File: src/rtl/d3_mem_pkg.sv
// Shared types and constants for the main-store cycle sequencer.
package d3_mem_pkg;

  typedef enum logic [1:0] {
    IDLE = 2'd0,
    RUN  = 2'd1,
    DONE = 2'd2
  } state_t;

  localparam int AW_DEF     = 16;
  localparam int DW_DEF     = 4;
  localparam int PH_WR      = 4;
  localparam int PH_RD      = 2;
  localparam int PH_LAST    = 10;
  localparam int NUM_PHASES = 10;

  // One-hot decode of a phase index 1..10 onto lines [10:1]
  function automatic logic [10:1] phase_onehot(input logic [3:0] ph);
    logic [10:1] oh;
    oh = '0;
    for (int b = 1; b <= NUM_PHASES; b++) begin
      oh[b] = (ph == 4'(b));
    end
    return oh;
  endfunction

endpackage

File: src/rtl/ram_phase_gen.sv
// Phase timebase: sub-counter within a phase, phase index 1..10 and the
// one-hot phase decode. The top gates the decode with its own state.
module ram_phase_gen
  import d3_mem_pkg::*;
#(
  parameter int PHASE_LEN = 1
) (
  input  logic        clk,
  input  logic        rst,
  input  logic        start,
  input  logic        enable,
  output logic [10:1] tn,
  output logic        phase_last_clk,
  output logic [3:0]  phase
);

  localparam int SW = (PHASE_LEN > 1) ? $clog2(PHASE_LEN) : 1;

  logic [SW-1:0] sub;

  assign phase_last_clk = (sub == SW'(PHASE_LEN - 1));
  assign tn             = phase_onehot(phase);

  // Restart at phase 1 on acceptance, otherwise step the phase each time the sub-counter wraps
  always_ff @(posedge clk) begin
    if (rst) begin
      phase <= 4'd1;
      sub   <= '0;
    end else if (start) begin
      phase <= 4'd1;
      sub   <= '0;
    end else if (enable) begin
      if (phase_last_clk) begin
        sub   <= '0;
        phase <= (phase == 4'(PH_LAST)) ? 4'd1 : phase + 4'd1;
      end else begin
        sub <= sub + SW'(1);
      end
    end
  end

endmodule

File: src/rtl/ram_cycle_seq.sv
// Main-store cycle initiator: accepts one request, runs the 10-phase
// memory cycle on tn, and returns the read nibbles with a valid pulse.
module ram_cycle_seq
  import d3_mem_pkg::*;
#(
  parameter int AW           = AW_DEF,
  parameter int DW           = DW_DEF,
  parameter int PHASE_LEN    = 1,
  parameter int RD_PHASE     = PH_RD,
  parameter int SAMPLE_PHASE = 8
) (
  input  logic          ram_clk,
  input  logic          ram_rst,
  input  logic          req,
  input  logic          req_we,
  input  logic [AW-1:0] req_addr,
  input  logic [DW-1:0] req_wdata,
  output logic          busy,
  output logic          done,
  output logic          rvalid,
  output logic [DW-1:0] rdata_x,
  output logic [DW-1:0] rdata_y,
  output logic [AW-1:0] Addr,
  output logic [DW-1:0] Data,
  output logic [10:1]   tn,
  output logic          rd_strobe,
  input  logic [DW-1:0] X,
  input  logic [DW-1:0] Y
);

  state_t      state, state_next;
  logic        we_r;
  logic        accept;
  logic        capture;
  logic        phase_last_clk;
  logic [3:0]  phase;
  logic [10:1] tn_raw;

  assign accept  = (state == IDLE) && req;
  assign capture = (state == RUN) && !we_r && (phase == 4'(SAMPLE_PHASE)) && phase_last_clk;

  ram_phase_gen #(
    .PHASE_LEN(PHASE_LEN)
  ) u_phase_gen (
    .clk           (ram_clk),
    .rst           (ram_rst),
    .start         (accept),
    .enable        (state == RUN),
    .tn            (tn_raw),
    .phase_last_clk(phase_last_clk),
    .phase         (phase)
  );

  // State register
  always_ff @(posedge ram_clk) begin
    if (ram_rst) state <= IDLE;
    else         state <= state_next;
  end

  // Next-state: leave RUN only after the final clock of phase 10
  always_comb begin
    state_next = state;
    case (state)
      IDLE:    if (req) state_next = RUN;
      RUN:     if ((phase == 4'(PH_LAST)) && phase_last_clk) state_next = DONE;
      DONE:    state_next = IDLE;
      default: state_next = IDLE;
    endcase
  end

  // Outputs: phase lines only in RUN, write phase suppressed for reads
  always_comb begin
    busy      = 1'b0;
    done      = 1'b0;
    rvalid    = 1'b0;
    rd_strobe = 1'b0;
    tn        = '0;
    case (state)
      RUN: begin
        busy      = 1'b1;
        tn        = tn_raw;
        if (!we_r) tn[PH_WR] = 1'b0;
        rd_strobe = !we_r && (phase == 4'(RD_PHASE));
      end
      DONE: begin
        busy   = 1'b1;
        done   = 1'b1;
        rvalid = !we_r;
      end
      default: ;
    endcase
  end

  // Request latches held until the next acceptance; read nibbles captured at end of the sample phase
  always_ff @(posedge ram_clk) begin
    if (ram_rst) begin
      Addr    <= '0;
      Data    <= '0;
      we_r    <= 1'b0;
      rdata_x <= '0;
      rdata_y <= '0;
    end else begin
      if (accept) begin
        Addr <= req_addr;
        Data <= req_wdata;
        we_r <= req_we;
      end
      if (capture) begin
        rdata_x <= X;
        rdata_y <= Y;
      end
    end
  end

endmodule
File: config.mk
export PLATFORM = sky130hd
export DESIGN_NAME = ram_cycle_seq
export DESIGN_NICKNAME = d
export VERILOG_FILES = /design/src/rtl/d3_mem_pkg.sv /design/src/rtl/ram_phase_gen.sv /design/src/rtl/ram_cycle_seq.sv
export SDC_FILE = /design/constraint.sdc
export NUM_CORES = 1
export LEC_CHECK = 0
export ABC_AREA = 0
export CORE_MARGIN = 3
export CORE_UTILIZATION = 34
export CTS_BUF_LIST = sky130_fd_sc_hd__clkbuf_8
export CTS_CLUSTER_SIZE = 40
export DETAILED_ROUTE_END_ITERATION = 10
export GPL_ROUTABILITY_DRIVEN = 1
export PLACE_DENSITY = 0.79
export SETUP_SLACK_MARGIN = 0.15
export SLEW_MARGIN = 10
export SYNTH_ARGS = -nofsm -noshare
export SYNTH_HDL_FRONTEND = slang
export SYNTH_HIERARCHICAL = 1
export SYNTH_SLANG_ARGS = --single-unit
File: constraint.sdc
create_clock -name ram_clk -period 5.8 [get_ports ram_clk]
set_input_delay 1.16 -clock ram_clk [delete_from_list [all_inputs] [get_ports ram_clk]]
set_output_delay 1.16 -clock ram_clk [all_outputs]
set_load 0.05 [all_outputs]
==> results.py <==
metrics = {
    "run_status": {
        "status": "complete, no violations",
    },
    "worst_setup_path": {
        "crit_required_ps": 4640,
        "cp_max_fo": 17,
        "path_class": "register to output pin",
        "cp_data_arrival_time_ps": 2760,
        "setup.worst_path.end_class": "output pin",
        "start_kind": "register",
    },
    "floorplan": {
        "start_util_pct": 35.88,
        "dieHeight_um": 74.26,
        "dieWidth_um": 74.26,
        "core_mm2": 0.004414,
        "num_io_pins": 74,
        "die_area_mm2": 0.005514,
        "rows": 24,
    },
    "timing": {
        "finalCritPeriodShare_pct": 67.52,
        "final.min_clock_period_ps": 3916,
        "slew_headroom_pct": 51.55,
        "setup-tns-final_ps": 0,
        "clock_skew_ps": 4.454,
        "setup_viol": 0,
        "tightest_slew_ps": 724.9,
        "timing_hold_violations_final": 0,
        "rsz0062_at_grt": "no",
        "slew_violations": 0,
        "fmax_ghz": 0.2554,
    },
    "yosys": {
        "synth-async-reset-ratio_pct": 0,
        "synth_nets": 231,
        "syn_area_mm2": 0.001584,
        "synth_area_leaders": "dfxtp_1, nand2_1, a21oi_1",
        "synth_enable_flop_cells": 0,
        "yosysWarnings": 6,
        "syn_inst": 194,
        "synth_top_cell_by_area": "dfxtp_1",
        "yosysSeqAreaShare_pct": 44.23,
        "yosysTopAreaCellShare_pct": 44.23,
        "ys_ff_latch": 35,
        "avgSynthCellArea_um2": 8.165,
        "ys.flop_type": "dfxtp_1",
        "ys_types": 32,
    },
    "placed_design": {
        "placed_cell_area_mm2": 0.002322,
        "gp_congestion": 0.8175,
        "io_buffers": 73,
        "hpwlAfterDp_um": 2776,
    },
    "global_routing": {
        "grt_max_degree": 36,
        "track_usage_pct": 13.83,
        "grt_pass1_wl_um": 5920,
        "antenna_found_initial": 0,
        "gr-total-overflow": 0,
        "grt_pass1_vias": 1390,
    },
    "worst_hold_path": {
        "hold_path.class": "register to register",
    },
    "clock_tree": {
        "numCtsBuffers": 5,
        "ctsResizeCount": 0,
        "clkLatencyLatePin_ps": 280,
        "cts_htree_levels": 2,
        "clk_path_buf_depth": 2,
        "cts.sinks": 35,
        "cts_root_buf": "clkbuf_8",
        "ctsHoldBuffers": 0,
        "tritoncts": "built",
        "post_cts.repair.setup_buffers": 0,
        "clk_pin_slew_ps": 70,
    },
    "finish": {
        "layout_common_cells": "clkdlybuf4s50_1, nand2_1, dfxtp_1",
        "fin_area_mm2": 0.002440,
        "drive_gt1_share_pct": 6.061,
        "layout_commonest_cell": "clkdlybuf4s50_1",
        "areaGrowthSynthToFinish_pct": 54.03,
        "final_nets": 300,
        "diodes": 0,
    },
    "power_and_ir_drop": {
        "worst_ir_drop_vdd_uv": 187.5,
        "power_density_mw_per_mm2": 360.6,
        "leakagePower_uw": 0.0009037,
    },
    "drt": {
        "drc": 0,
        "final_antenna_net_count": 0,
        "viasPerCell": 4.804,
        "drt-initial-drc-count": 52,
        "vias": 1518,
        "drtPass1Iterations": 4,
        "wire_per_inst_um": 12.32,
        "routed_wl_um": 3894,
    },
    "run": {
        "maxCapViolCount": 0,
    },
}
power breakdown:
group	switching [µW]	total, µW	internal (µW)
registers	31.6	305	273
clock network	85.0	224	139
logic	227	351	124
worst paths after layout:
kind / depth (start not counted) / from / slack [ps] / end
setup reg to reg: 6 / state[1]$_SDFFE_PP0P_ / 3490 / rdata_y[3]$_SDFFE_PP0P_
setup / recovery: 5 / state[1]$_SDFFE_PP0P_ / 1880 / rd_strobe
hold / removal: 2 / Addr[6]$_SDFFE_PP0P_ / 460 / Addr[6]$_SDFFE_PP0P_
hold reg to reg: 2 / Addr[6]$_SDFFE_PP0P_ / 460 / Addr[6]$_SDFFE_PP0P_
kinds of logic (layout without fill, tap and decap cells):
group	after synthesis	in the layout	share of synthesized area, %
DFF	35	35	44.23
other	1	1	0.2367
muxes	10	10	6.319
and+or+nand+nor	100	100	30.73
buffers and inverters	15	85	4.818
xor gates and xnor gates	1	1	0.5530
AOI/OAI and AO/OA	27	27	9.163
adders and majority gates	5	5	3.949
area by class of cell:
class                      count  area, µm²
fill                         423       1974
multi-input combinational    144      807.0
timing repair buffer          74      738.2
sequential                    35      700.7
clock buffer                   6      82.58
tap                           52      65.06
clock inverter                 2      35.03
inverter                       3      11.26
state kept, by name, summed over array words and instances (netlist names):
register / cells
Addr: 16
Data: 4
rdata_x: 4
rdata_y: 4
u_phase_gen/phase: 4
state: 2
we_r: 1
routing by layer:
layer  GRT usage (%)  vias up  wire length, µm
li1                -      763                -
met2           23.62       66             1817
met5               0        -                0
met4           4.545        0               48
met3           6.622        6              450
met1           15.14      683             1578
cells in the mapped netlist (all sizes together), types with 3 or more instances:
cell type  instances
nor2              18
dfxtp             35
o21ai              3
mux2i             10
nand2b             8
nor3               8
a21oi             21
nor2b              3
inv                3
buf                4
and2              10
ha                 5
clkbuf             8
nand2             47
per-stage QoR:
step	util [%]	total power, µW	setup WS, ps	std cells	hold slack [ps]
finish	55.27	879.8	1884	316	456.5
global route	55.27	927.5	1728	316	470.5
CTS	55.27	890.8	1863	316	456.4
detailed placement	52.61	664.1	2199	308	446.5
global placement	52.61	657.7	2263	308	440.7
floorplan	-	553.6	2312	194	453.5
worst max-delay path, stage by stage, from the launching register on:
cell	delay (ps)
dfxtp_1	330
inv_1	120
ha_1	430
or4b_4	540
nor3b_1	220
clkdlybuf4s50_1	840
Power figures use the tool's default switching activity.
